File: src/rtl/pcm_rom_arbiter_pkg.sv
// Shared sound package: arbiter FSM encoding, timeout defaults and small helpers.
package pcm_rom_arbiter_pkg;

   // Default SDRAM wait timeout in CLK96 cycles
   localparam int unsigned TmoDefault = 255;

   // The wait counter is 8 bits wide and saturates
   localparam int unsigned TmoCntWidth = 8;
   typedef logic [TmoCntWidth-1:0] tmo_cnt_t;

   typedef logic [7:0] pcm_byte_t;

   // Byte returned to a channel when the SDRAM never answers
   localparam pcm_byte_t TmoFillByte = 8'hFF;

   typedef enum logic [1:0] {
      StIdle,
      StSettle,
      StWait,
      StDone
   } pcm_state_e;

   // Saturating increment for the wait counter
   function automatic tmo_cnt_t tmo_cnt_inc(input tmo_cnt_t cnt);
      return (cnt == '1) ? cnt : cnt + tmo_cnt_t'(1);
   endfunction

endpackage

File: src/rtl/pcm_byte_cache.sv
// One-entry byte cache for a single ADPCM channel: tag compare plus fill port.
module pcm_byte_cache
   import pcm_rom_arbiter_pkg::*;
#(
   parameter int unsigned AW = 21
) (
   input  logic          clk_i,
   input  logic          rst_ni,
   input  logic [AW-1:0] addr_i,
   input  logic          cs_i,
   input  logic          fill_i,
   input  logic [AW-1:0] fill_tag_i,
   input  logic [7:0]    fill_data_i,
   output logic          hit_o,
   output logic          miss_o,
   output logic [7:0]    dout_o
);

   logic [AW-1:0] tag_q, tag_d;
   pcm_byte_t     data_q, data_d;
   logic          valid_q, valid_d;

   // Next-state: a fill overwrites the whole entry, otherwise hold
   always_comb begin
      tag_d   = tag_q;
      data_d  = data_q;
      valid_d = valid_q;
      if (fill_i) begin
         tag_d   = fill_tag_i;
         data_d  = fill_data_i;
         valid_d = 1'b1;
      end
   end

   // Entry storage with synchronous active-low reset
   always_ff @(posedge clk_i) begin
      if (!rst_ni) begin
         tag_q   <= '0;
         data_q  <= '0;
         valid_q <= 1'b0;
      end else begin
         tag_q   <= tag_d;
         data_q  <= data_d;
         valid_q <= valid_d;
      end
   end

   // Purely combinational so an address change drops the hit in the same cycle
   assign hit_o  = cs_i & valid_q & (tag_q == addr_i);
   assign miss_o = cs_i & ~hit_o;
   assign dout_o = data_q;

endmodule

File: src/rtl/pcm_rom_arbiter.sv
// Arbitrates two ADPCM channel byte fetches onto one shared SDRAM slot, with a
// one-entry cache per channel and a saturating wait timeout.
module pcm_rom_arbiter
   import pcm_rom_arbiter_pkg::*;
#(
   parameter int unsigned AW  = 21,
   parameter int unsigned TMO = TmoDefault
) (
   input  logic          CLK96,
   input  logic          RESET96_N,
   input  logic [AW-1:0] A0_ADDR,
   input  logic [AW-1:0] A1_ADDR,
   input  logic          A0_CS,
   input  logic          A1_CS,
   output logic [7:0]    A0_DOUT,
   output logic [7:0]    A1_DOUT,
   output logic          A0_OK,
   output logic          A1_OK,
   output logic [AW-1:0] SD_ADDR,
   output logic          SD_CS,
   input  logic          SD_OK,
   input  logic [7:0]    SD_DOUT,
   output logic          TMO_ERR
);

   // Values above the counter range clamp to the saturation point
   localparam tmo_cnt_t TmoLimit = (TMO > 255) ? tmo_cnt_t'(255) : TMO[TmoCntWidth-1:0];

   pcm_state_e    state_q, state_d;
   logic          gnt_q, gnt_d;      // channel being served
   logic          prio_q, prio_d;    // winner when both channels miss
   logic [AW-1:0] sd_addr_q, sd_addr_d;
   logic          sd_cs_q, sd_cs_d;
   tmo_cnt_t      tmo_cnt_q, tmo_cnt_d;
   logic          tmo_err_q, tmo_err_d;

   logic          miss0, miss1;
   logic          fill, fill0, fill1;
   pcm_byte_t     fill_data;
   tmo_cnt_t      tmo_cnt_nxt;
   logic          tmo_hit;

   pcm_byte_cache #(
      .AW(AW)
   ) u_cache0 (
      .clk_i      (CLK96),
      .rst_ni     (RESET96_N),
      .addr_i     (A0_ADDR),
      .cs_i       (A0_CS),
      .fill_i     (fill0),
      .fill_tag_i (sd_addr_q),
      .fill_data_i(fill_data),
      .hit_o      (A0_OK),
      .miss_o     (miss0),
      .dout_o     (A0_DOUT)
   );

   pcm_byte_cache #(
      .AW(AW)
   ) u_cache1 (
      .clk_i      (CLK96),
      .rst_ni     (RESET96_N),
      .addr_i     (A1_ADDR),
      .cs_i       (A1_CS),
      .fill_i     (fill1),
      .fill_tag_i (sd_addr_q),
      .fill_data_i(fill_data),
      .hit_o      (A1_OK),
      .miss_o     (miss1),
      .dout_o     (A1_DOUT)
   );

   // The timeout fires on the wait cycle that would bring the count to TMO
   assign tmo_cnt_nxt = tmo_cnt_inc(tmo_cnt_q);
   assign tmo_hit     = (tmo_cnt_nxt >= TmoLimit);

   // State register
   always_ff @(posedge CLK96) begin
      if (!RESET96_N) begin
         state_q <= StIdle;
      end else begin
         state_q <= state_d;
      end
   end

   // Next-state logic
   always_comb begin
      state_d = state_q;
      unique case (state_q)
         StIdle: begin
            if (miss0 || miss1) begin
               state_d = StSettle;
            end
         end
         StSettle: begin
            state_d = StWait;
         end
         StWait: begin
            if (SD_OK || tmo_hit) begin
               state_d = StDone;
            end
         end
         StDone: begin
            state_d = StIdle;
         end
         default: begin
            state_d = StIdle;
         end
      endcase
   end

   // Output and datapath logic: grant, SDRAM request, fill strobes, timeout
   always_comb begin
      gnt_d     = gnt_q;
      prio_d    = prio_q;
      sd_addr_d = sd_addr_q;
      sd_cs_d   = sd_cs_q;
      tmo_cnt_d = tmo_cnt_q;
      tmo_err_d = 1'b0;
      fill      = 1'b0;
      fill_data = SD_DOUT;
      unique case (state_q)
         StIdle: begin
            if (miss0 || miss1) begin
               // A lone miss wins regardless of the pointer
               gnt_d     = (miss0 && miss1) ? prio_q : miss1;
               sd_addr_d = gnt_d ? A1_ADDR : A0_ADDR;
               sd_cs_d   = 1'b1;
               tmo_cnt_d = '0;
            end
         end
         StSettle: begin
            // SD_OK is not trusted in the first request cycle
            sd_cs_d = 1'b1;
         end
         StWait: begin
            if (SD_OK) begin
               fill    = 1'b1;
               sd_cs_d = 1'b0;
            end else begin
               tmo_cnt_d = tmo_cnt_nxt;
               if (tmo_hit) begin
                  fill      = 1'b1;
                  fill_data = TmoFillByte;
                  tmo_err_d = 1'b1;
                  sd_cs_d   = 1'b0;
               end
            end
         end
         StDone: begin
            prio_d = ~gnt_q;
         end
         default: begin
            sd_cs_d = 1'b0;
         end
      endcase
   end

   // Fill always uses the latched tag, so a mid-fetch address change misses
   assign fill0 = fill & ~gnt_q;
   assign fill1 = fill & gnt_q;

   // Datapath registers
   always_ff @(posedge CLK96) begin
      if (!RESET96_N) begin
         gnt_q     <= 1'b0;
         prio_q    <= 1'b0;
         sd_addr_q <= '0;
         sd_cs_q   <= 1'b0;
         tmo_cnt_q <= '0;
         tmo_err_q <= 1'b0;
      end else begin
         gnt_q     <= gnt_d;
         prio_q    <= prio_d;
         sd_addr_q <= sd_addr_d;
         sd_cs_q   <= sd_cs_d;
         tmo_cnt_q <= tmo_cnt_d;
         tmo_err_q <= tmo_err_d;
      end
   end

   assign SD_ADDR = sd_addr_q;
   assign SD_CS   = sd_cs_q;
   assign TMO_ERR = tmo_err_q;

endmodule

File: config.mk
export PLATFORM = sky130hd
export DESIGN_NAME = pcm_rom_arbiter
export DESIGN_NICKNAME = d
export VERILOG_FILES = /design/src/rtl/pcm_rom_arbiter_pkg.sv /design/src/rtl/pcm_byte_cache.sv /design/src/rtl/pcm_rom_arbiter.sv
export SDC_FILE = /design/constraint.sdc
export NUM_CORES = 1
export LEC_CHECK = 0
export BUFFER_PORTS_ARGS = -buffer_cell sky130_fd_sc_hd__buf_2
export CORE_UTILIZATION = 40
export CTS_BUF_LIST = sky130_fd_sc_hd__clkbuf_16
export CTS_CLUSTER_SIZE = 12
export DETAILED_ROUTE_END_ITERATION = 10
export GPL_TIMING_DRIVEN = 0
export SLEW_MARGIN = 40
export SYNTH_ARGS = -nofsm -noshare
export SYNTH_HDL_FRONTEND = slang
export SYNTH_SLANG_ARGS = --single-unit
export TNS_END_PERCENT = 5
File: constraint.sdc
create_clock -name CLK96 -period 2.7 [get_ports CLK96]
set_input_delay 0 -clock CLK96 [delete_from_list [all_inputs] [get_ports CLK96]]
set_output_delay 0 -clock CLK96 [all_outputs]
set_load 0.05 [all_outputs]
==> results of run 1 <==
## how the worst max path moves through the flow
stage	slack, ns	depth (start not counted)	from	end
6_report	0.08	8	tmo_cnt_q[0]	u_cache1.tag_q[4]
5_1_grt	-0.05	8	tmo_cnt_q[0]	u_cache1.tag_q[3]
4_1_cts	0.02	9	tmo_cnt_q[0]	u_cache1.tag_q[4]
3_5_place_dp	0.05	9	tmo_cnt_q[0]	u_cache1.tag_q[4]
3_3_place_gp	0.09	9	tmo_cnt_q[0]	u_cache1.tag_q[6]
2_1_floorplan	0.28	4	u_cache1.tag_q[19]	A1_OK
## metrics by stage
step           hold WS [ns]  setup WS [ns]  utilization (%)  area [sq um]  instances
2_1_floorplan       0.07792         0.2826                -          4433        473
3_3_place_gp         0.2771        0.09041            46.85          5079        707
3_5_place_dp         0.2801        0.05470            46.85          5079        707
4_1_cts            0.001431        0.01637            54.36          5893        770
5_1_grt             0.01733       -0.05182            54.55          5913        772
6_report           0.009326        0.08006            54.55          5913        772
## repair_timing
item	4_1_cts	5_1_grt
buffers inserted	0	2
hold buffers	47	0
resized for setup	0	6
hold endpoints to repair	38	0
endpoints found under the setup margin	0	36
## worst max-delay path: cells and delay by family (launching register included)
family	cells	cell delay (ns)
buffers and inverters	1	0.46
DFF	1	0.47
adders and majority gates	1	0.29
and+or+nand+nor	2	0.53
AOI/OAI and AO/OA	4	0.73
## cell usage after synthesis (all sizes together), types with 5 or more instances
cell | n | share of area, %
a211oi | 6 | 1.1
a21oi | 30 | 3.6
buf | 12 | 2.3
clkbuf | 17 | 1.4
dfxtp | 95 | 43
ha | 6 | 1.7
inv | 8 | 0.68
mux2i | 45 | 10
nand2 | 60 | 5.1
nand3 | 27 | 3.0
nand4 | 5 | 0.71
nor2 | 11 | 0.99
nor4 | 7 | 1.5
o21ai | 47 | 5.3
o221a | 16 | 4.1
xnor2 | 20 | 4.0
xor2 | 17 | 3.4
## kinds of logic (layout without fill, tap and decap cells)
kind of cell,count (synthesis),after routing,synth area share [%]
compound gates,122,122,18.94
xor+xnor,37,37,7.310
fa+ha+maj,6,6,1.693
buf+inv,38,197,4.459
flops,95,95,42.90
mux,46,46,10.41
simple gates,129,129,14.28
## sequential cells by signal (all words and copies together), names as in the netlist
name,count
u_cache0.dout_o,8
u_cache1.dout_o,8
SD_CS,1
tmo_cnt_q,8
state_q,2
SD_ADDR,21
u_cache0.tag_q,21
TMO_ERR,1
prio_q,1
u_cache1.valid_q,1
u_cache1.tag_q,21
u_cache0.valid_q,1
gnt_q,1
## where the power goes
| group | leakage, nW | switching [mW] | total, mW | internal [mW] |
|---|---|---|---|---|
| combinational | 1.43 | 1.19 | 1.73 | 0.537 |
| clock | 0.164 | 0.575 | 1.48 | 0.907 |
| sequential | 0.772 | 0.149 | 1.74 | 1.59 |
## layout make-up
class	instances	share of cell area [%]
timing repair buffer	143	16.17
inverter	9	0.5713
buffer	29	2.814
sequential	95	32.16
multi-input combinational	340	39.50
tap	140	2.962
clock buffer	9	3.809
clock inverter	7	2.010
## layer usage
metal	track usage [%]	wire, um	part of all wire, %	vias up
met5	0	0	0	-
met4	10.96	269	2.0	0
met3	3.995	784	5.9	22
met2	39.86	6258	47	130
met1	29.94	5883	45	1946
li1	-	-	-	2007
==> impl_results.md, run 1 <==
* Final Hold Fails at 0
* Worst Hold Class: in2reg
* Register area at 1902 sq um
* Initial antenna violation count at 0
* Synth async-reset ratio at 0%
* Root Buffer: clkbuf_16
* Run status: complete, no violations
* Synth Net Count at 534
* Worst R2R Start: tmo_cnt_q[0]
* Max Clk Rate at 381.7 MHz
* Synthesized netlist cell count at 473
* Avg Inst Size Synth at 9.372 sq um
* Pwr dens at 838.1 nW/um^2
* Hold_sp: A0_ADDR[12]
* Max Root-Sink Buffers at 2
* Diodes inserted at 0
* Number of global-route vias before repair at 3931
* Port bufs at 94
* Mapped Area at 4433 sq um
* Top FF cell, synth: dfxtp_1
* Sequential share of the synthesized area at 42.90%
* Leakage power at about 2.4 nW
* Die ar. at around 12000 sq um
* CTS tree: built
* Critical Path Sink Type: register
* RR Endpoint: u_cache1.tag_q[4]
* Die Wd at 107.3 um
* All-layer global routing usage at 23.84%
* Antenna-violating nets left at 0
* Max-slew headroom at a little over half
* Grt ovf at 0
* Max-Cap Viols at 0
* Synthesis-to-layout area growth at 33.39%
* Share of cells above drive strength 1 at roughly 22%
* CP max stage delay at 0.47 ns
* Num rows at 38
* First-pass GRT wire length at 20.55 mm
* Reg clk slew, reported paths at 0.07 ns
* CTS Buf Count at 9
* Hpwl dp at 9.204 mm
* EDFF count, synth at 0
* Count of cell types in the netlist at 57
* Die Y-Extent at about 110 um
* Worst Path Max Fanout at 10
* Final setup violating endpoints at 0
* Multi-input gate area in the final layout at about 2300 sq um
* Slew Limit Fails at 0
* GPL Wtd Cong at 0.8055
* Crit path required time at 2.92 ns
* TritonRoute pass-1 iters at 4
* Worst setup SP type: register
* Core ar. at 10840 sq um
* Hold path endpoint: SD_ADDR[12]
* Detailed Route Iter0 Violations at 163
* #FFs+latches synth at 95
* Most used cell, CP: a21oi_1
* Ports at 96
* RSZ-0062 raised after global routing: true
* Clk Latency, worst-skew pair at 0.35 ns
* Fillers at approximately 1000
* Worst Tran Pin Value at 0.7069 ns
* H-tree depth at 3
* FF-to-FF setup slack at 0.08 ns
* Crit path kind: reg2reg
* Initial Util at between 40% and 50%
* Critical Path AT at 2.84 ns
* Synth warn at 0
* Most frequent cells in the layout: buf_2 (97), dfxtp_1 (95), nand2_1 (60)
* Largest net degree at the start of global routing at 17
* Commonest non-fill, non-tap cell in the layout: buf_2
* Clk sinks at 95
* Crit-path slowest cell: dfxtp_1
* Drt wl/cell at between 15 and 20 um
* Drt via density at 5.317
* Layout net count at 688
* R2r worst-path depth at 8
* Via count at 4105
* Routed WL at 13.20 mm
* Clock skew at 0.005995 ns
* DRC at 0
* Peak supply drop at 0.0004739 V
* Final setup TNS at 0 ns
* Crit-path cells: ha_2 -> nand4_1 -> o211ai_1 -> a21oi_1 -> a21oi_1 -> nand3b_1 -> clkbuf_1 -> o21ai_0
* Power consumption at 4.956 mW
* Period utilization at 97.03%
* Worst hold path depth at 3
* Final min period at 2.620 ns
Power figures use the tool's default switching activity.
==> inputs of run 2 (changes only) <==
--- a/config.mk
+++ b/config.mk
@@ -17,2 +17,2 @@
 export SYNTH_SLANG_ARGS = --single-unit
-export TNS_END_PERCENT = 5
+export TNS_END_PERCENT = 30
==> constraint.sdc (replaced) <==
create_clock -name CLK96 -period 2.7 [get_ports CLK96]
set_input_delay 0.135 -clock CLK96 [delete_from_list [all_inputs] [get_ports CLK96]]
set_output_delay 0.135 -clock CLK96 [all_outputs]
set_load 0.05 [all_outputs]
==> run 2 against run 1 <==
Sequential share of layout area is 2.9 points higher. Critical path type unchanged. Fmax increased by 5.5%. Non-clock buffer count fell by 49. Highest routed layer unchanged. Combinational power decreased by 3%. Clock skew up 0.0013 ns. Largest power group unchanged. Wire length down 3.1%. Global-route usage fell by 0.65 points.
==> impl_results.md, run 2 (synthesis gave the netlist of run 1 again) <==
* Detailed Route Iter0 Violations at 138 (-15%)
* Setup ws final at 0.2171 ns (+0.1371 ns)
* CTS tree: built
* Commonest non-fill, non-tap cell in the layout: buf_2
* Layout net count at 639 (-7.1%)
* Final min period at 2.483 ns (-0.1371 ns)
* Slew Limit Fails at 0 (unchanged)
* Clk Latency, worst-skew pair at 0.35 ns (about the same)
* Worst setup SP type: register
* Pwr dens at 901.7 nW/um^2 (+7.6%)
* Max-slew headroom at 55.66% (+2.8 points)
* Initial antenna violation count at 0 (unchanged)
* Final Hold Fails at 0 (unchanged)
* Clock skew at 0.007322 ns (+0.001327 ns)
* Die ar. at 11510 sq um (unchanged)
* Drt via density at 5.393 (+1.4%)
* Root Buffer: clkbuf_16
* Largest net degree at the start of global routing at 17 (unchanged)
* Routed WL at 12.79 mm (-3.1%)
* Die Y-Extent at 107.3 um (unchanged)
* Critical Path AT at 2.77 ns (-0.07 ns)
* Hold path endpoint: TMO_ERR
* H-tree depth at 3 (unchanged)
* Crit path kind: reg2reg
* Grt ovf at 0 (unchanged)
* Period utilization at 91.96% (-5.1 points)
* Max Root-Sink Buffers at 2 (unchanged)
* Hpwl dp at 9.204 mm (unchanged)
* Final setup violating endpoints at 0 (unchanged)
* Reg clk slew, reported paths at 0.07 ns (about the same)
* Peak supply drop at 0.0004653 V (-1.8%)
* GPL Wtd Cong at 0.8055 (unchanged)
* Final setup TNS at 0 ns (unchanged)
* RSZ-0062 raised after global routing: false
* Worst Hold Class: in2reg
* RR Endpoint: u_cache0.tag_q[2]
* Max Clk Rate at 402.8 MHz (+5.5%)
* Port bufs at 94 (unchanged)
* Clk sinks at 95 (unchanged)
* Via count at 3899 (-5.0%)
* Worst hold path depth at 2 (-1)
* Critical Path Sink Type: register
* Number of global-route vias before repair at 3760 (-4.4%)
* Max-Cap Viols at 0 (unchanged)
* Synthesis-to-layout area growth at 22.50%
* Run status: complete, no violations
* Crit path required time at 2.98 ns (+0.06 ns)
* Worst Tran Pin Value at 0.6651 ns (-0.04175 ns)
* Num rows at 38 (unchanged)
* Core Util, Final at 50.09% (-4.5 points)
* Core ar. at 10840 sq um (unchanged)
* First-pass GRT wire length at 19.93 mm (-3.0%)
* Number of hold buffers added after cts at 0 (-100%)
* DP Worst Slack at 0.05470 ns (unchanged)
* Initial Util at 40.89% (unchanged)
* Most frequent cells in the layout: buf_2 (98), dfxtp_1 (95), nand2_1 (60)
* Fin Hold WS at 0.05534 ns (+0.04602 ns)
* TritonRoute pass-1 iters at 4 (unchanged)
* Antenna-violating nets left at 0 (unchanged)
* Drt wl/cell at 17.69 um (+3.5%)
* Worst Path Max Fanout at 10 (unchanged)
* CTS Buf Count at 9 (unchanged)
* FF-to-FF setup slack at 0.22 ns (+0.14 ns)
* Worst R2R Start: tmo_cnt_q[0]
* DRC at 0 (unchanged)
* Share of cells above drive strength 1 at 24.19% (+1.9 points)
* Die Wd at 107.3 um (unchanged)
* Hold_sp: SD_OK
* R2r worst-path depth at 9 (+1)
* Leakage power at 2.162 nW (-8.6%)
* Ports at 96 (unchanged)
* Setup bufs post-CTS at 0 (unchanged)
* All-layer global routing usage at 23.19% (-0.65 points)
* Diodes inserted at 0 (unchanged)
==> run 2: changes by cell type in the layout (fill, tap and decap cells not counted), sizes merged <==
cell,previous run,this run
dlygate4sd3,47,0
buf,109,107
==> run 2: how the worst max path moves through the flow <==
stage | start | endpoint | cells past startpoint | slack (ns)
2_1_floorplan | u_cache1.tag_q[19] | A1_OK | 4 | 0.15
3_3_place_gp | tmo_cnt_q[0] | u_cache1.tag_q[6] | 9 | 0.09
3_5_place_dp | tmo_cnt_q[0] | u_cache1.tag_q[4] | 9 | 0.05
4_1_cts | tmo_cnt_q[0] | u_cache1.tag_q[4] | 9 | 0.02
5_1_grt | tmo_cnt_q[0] | u_cache0.tag_q[20] | 9 | 0.003
6_report | tmo_cnt_q[0] | u_cache0.tag_q[2] | 9 | 0.22
==> run 2: layer usage <==
| layer | GRT usage [%] | wire length (um) | up-vias |
|---|---|---|---|
| met3 | 4.177 | 852 | 26 |
| li1 | - | - | 1909 |
| met4 | 11.35 | 322 | 0 |
| met1 | 29.82 | 5698 | 1823 |
| met5 | 0 | 0 | - |
| met2 | 37.37 | 5915 | 141 |
==> run 2: worst max-delay path, stage by stage (launching register included) <==
cell,delay [ns]
dfxtp_1,0.47
ha_2,0.29
and4_1,0.24
nand4_1,0.10
a21oi_1,0.23
a21oi_1,0.16
nand2b_1,0.21
nor2_1,0.21
buf_4,0.28
mux2i_1,0.22
==> run 2: final cells by class <==
type	instances	area, sq um
fill	1046	5410
sequential	95	1902
buffer	29	168.9
tap	140	175.2
inverter	9	33.78
clock buffer	9	225.2
clock inverter	7	118.9
multi-input combinational	340	2336
timing repair buffer	94	470.5
==> run 2: stage by stage <==
step,power (mW),cells,instance area (sq um)
after detailed placement,3.441,707,5079
after global routing,5.120,723,5430
after CTS,4.918,723,5423
after global placement,3.423,707,5079
final,4.896,723,5430
after floorplan,2.971,473,4433
==> run 2: repair_timing <==
item | 4_1_cts | 5_1_grt
gates resized for setup | 0 | 10
endpoints found under the setup margin | 0 | 34
hold endpoints to repair | 0 | 0
==> run 2: power breakdown <==
part	internal (mW)	switching, mW
Clock	0.907	0.577
Combinational	0.489	1.18
Sequential	1.59	0.149
Total	2.99	1.91
==> inputs of run 3 (changes only) <==
CORE_UTILIZATION = 54   (was 40)
PLACE_DENSITY = 0.79   (was unset)
RECOVER_POWER = 25   (was unset)
==> run 3 against run 2 <==
Final cell count shrank 5.3%. Clock power down 14%. Worst hold slack improved by 0.013 ns. Critical endpoint is now u_cache0.tag_q[0]. Largest power group unchanged.
==> impl_results.md, run 3 (synthesis gave the netlist of run 1 again) <==
* H-tree depth at 3 (unchanged)
* Worst setup SP type: register
* Commonest non-fill, non-tap cell in the layout: dfxtp_1
* Period utilization at 92.44% (+0.48 points)
* Crit-path slowest cell: dfxtp_1
* Final min period at 2.496 ns (+0.01288 ns)
* Critical Path Sink Type: register
* Worst Hold Class: in2reg
* Drt wl/cell at 17.85 um (+0.89%)
* Grt ovf at 0 (unchanged)
* Detailed Route Iter0 Violations at 252 (+83%)
* Die Y-Extent at 92.61 um (-14%)
* Number of hold buffers added after cts at 0 (unchanged)
* FF-to-FF setup slack at 0.20 ns (about the same)
* Clock skew at 0.005673 ns (-0.001649 ns)
* Worst Tran Pin Value at 0.7084 ns (+0.04329 ns)
* Root Buffer: clkbuf_16
* Hold_sp: SD_DOUT[3]
* Ports at 96 (unchanged)
* Hold path endpoint: u_cache0.dout_o[3]
* RSZ-0062 raised after global routing: false
* First-pass GRT wire length at 19.58 mm (-1.7%)
* Fillers at 675 (-35%)
* Core Util, Final at 67.55% (+17 points)
* R2r worst-path depth at 9 (unchanged)
* Clock group share of total power at 27.3% (-3.0 points)
* Synthesis-to-layout area growth at 19.59%
* Hpwl dp at 8.778 mm (-4.6%)
* Worst hold path depth at 2 (unchanged)
* CP max stage delay at 0.47 ns (about the same)
* Slew Limit Fails at 0 (unchanged)
* RR Endpoint: u_cache0.tag_q[0]
* Worst R2R Start: tmo_cnt_q[0]
* DRC at 0 (unchanged)
* Sw Share at 40.51% (+1.6 points)
* Initial antenna violation count at 0 (unchanged)
* Worst Path Max Fanout at 10 (unchanged)
* Max-Cap Viols at 0 (unchanged)
* Antenna-violating nets left at 0 (unchanged)
* Leakage power at 2.008 nW (-7.1%)
* Cell internal pwr at 2.772 mW (-7.3%)
* Combinational power share at 35.2% (+1.1 points)
* Final setup TNS at 0 ns (unchanged)
* Max Clk Rate at 400.7 MHz (-0.52%)
* All-layer global routing usage at 29.51% (+6.3 points)
* Die ar. at 8576 sq um (-25%)
* Drt via density at 5.930 (+10%)
* Core ar. at 7848 sq um (-28%)
* Share of cells above drive strength 1 at 18.70% (-5.5 points)
* Final Hold Fails at 0 (unchanged)
* Clk Latency, worst-skew pair at 0.34 ns (about the same)
* Most frequent cells in the layout: dfxtp_1 (95), buf_2 (65), nand2_1 (60)
* Number of global-route vias before repair at 3893 (+3.5%)
* Via count at 4062 (+4.2%)
* Most used cell, CP: a21oi_1
* Clk sinks at 95 (unchanged)
* Largest net degree at the start of global routing at 17 (unchanged)
* Die Wd at 92.61 um (-14%)
* Crit path required time at 2.97 ns (about the same)
* Final setup violating endpoints at 0 (unchanged)
* Critical Path AT at 2.76 ns (about the same)
* Diodes inserted at 0 (unchanged)
* TritonRoute pass-1 iters at 5 (+1)
* CTS Buf Count at 9 (unchanged)
* Peak supply drop at 0.0005140 V (+10%)
* P_sw at 1.888 mW (-0.99%)
* Sequential Power Share at 37.5% (+1.9 points)
* Run status: complete, no violations
* Routed WL at 12.22 mm (-4.4%)
* Num rows at 32 (-16%)
* Reg clk slew, reported paths at 0.07 ns (about the same)
* Max Root-Sink Buffers at 2 (unchanged)
* Max-slew headroom at 52.77% (-2.9 points)
* Port bufs at 94 (unchanged)
* Layout net count at 640 (+0.16%)
* Crit-path cells: ha_2 -> and4_1 -> nand4_1 -> a21oi_1 -> a21oi_1 -> nand2b_1 -> nor2_1 -> buf_4 -> mux2i_1
* Crit path kind: reg2reg
* GPL Wtd Cong at 0.8947 (+11%)
* CTS tree: built
* Pwr dens at 879.1 nW/um^2 (-2.5%)
* Initial Util at 56.49% (+16 points)
==> run 3: cell types whose count changed in the layout (fill, tap and decap cells not counted) <==
cell	previous run	this run
clkinv_1	2	1
buf_2	98	65
clkinvlp_4	1	2
clkinv_4	1	2
clkbuf_1	13	46
bufinv_16	3	1
buf_4	3	4
==> run 3: worst max-delay path by stage <==
stage / start / to / slack [ns]
2_1_floorplan: u_cache1.tag_q[19] / A1_OK / 0.15
3_3_place_gp: tmo_cnt_q[0] / u_cache1.tag_q[6] / 0.12
3_5_place_dp: tmo_cnt_q[0] / u_cache1.tag_q[9] / 0.08
4_1_cts: tmo_cnt_q[0] / u_cache1.tag_q[9] / 0.03
5_1_grt: tmo_cnt_q[0] / u_cache0.tag_q[18] / 0.02
6_report: tmo_cnt_q[0] / u_cache0.tag_q[0] / 0.20
==> run 3: routing by layer <==
layer	track usage, %	up-vias	share of wire, %
li1	-	1921	-
met5	0	-	0
met3	5.747	25	7.2
met2	46.60	166	46
met4	14.71	0	2.9
met1	38.32	1950	43
==> run 3: area by class of cell <==
cell class                      count  area, sq um  share of cell area, %
Clock inverter                      6        71.32                  1.345
Inverter                            9        33.78                 0.6372
Sequential cell                    95         1902                  35.87
Buffer                             29        168.9                  3.186
Clock buffer                        9        225.2                  4.248
Timing Repair Buffer               95        436.7                  8.237
Tap cell                          102        127.6                  2.407
Multi-Input combinational cell    340         2336                  44.06
==> run 3: what timing repair did <==
item,in CTS,in global routing
endpoints found under the setup margin,0,26
buffers inserted,0,1
gates resized for setup,0,10
endpoints found under the hold margin,0,0
==> run 3: power groups by stage <==
stage | sequential (mW) | clock [mW] | combinational, mW
finish | 1.75 | 1.27 | 1.64
global route | 1.76 | 1.35 | 1.76
CTS | 1.74 | 1.28 | 1.66
detailed placement | 1.77 | 0 | 1.65
global placement | 1.76 | 0 | 1.62
floorplan | 2.23 | 0 | 0.741
==> run 3: worst max-delay path: cells and delay by family, from the launching register on <==
kind / cells / cell delay, ns
and+or+nand+nor: 4 / 0.77
DFF: 1 / 0.47
AOI/OAI and AO/OA: 2 / 0.39
adders and majority gates: 1 / 0.30
buffers and inverters: 1 / 0.28
muxes: 1 / 0.22
==> run 3: per-stage QoR <==
step	instance area [sq um]	power, mW	std cells	setup WS [ns]	hold WS [ns]
floorplan	4433	2.971	473	0.1476	0.2129
global placement	5031	3.380	669	0.1180	0.4129
detailed placement	5031	3.419	669	0.07960	0.4163
CTS	5328	4.682	684	0.03468	0.06375
global route	5301	4.875	685	0.01506	0.06918
finish	5301	4.660	685	0.2043	0.06836
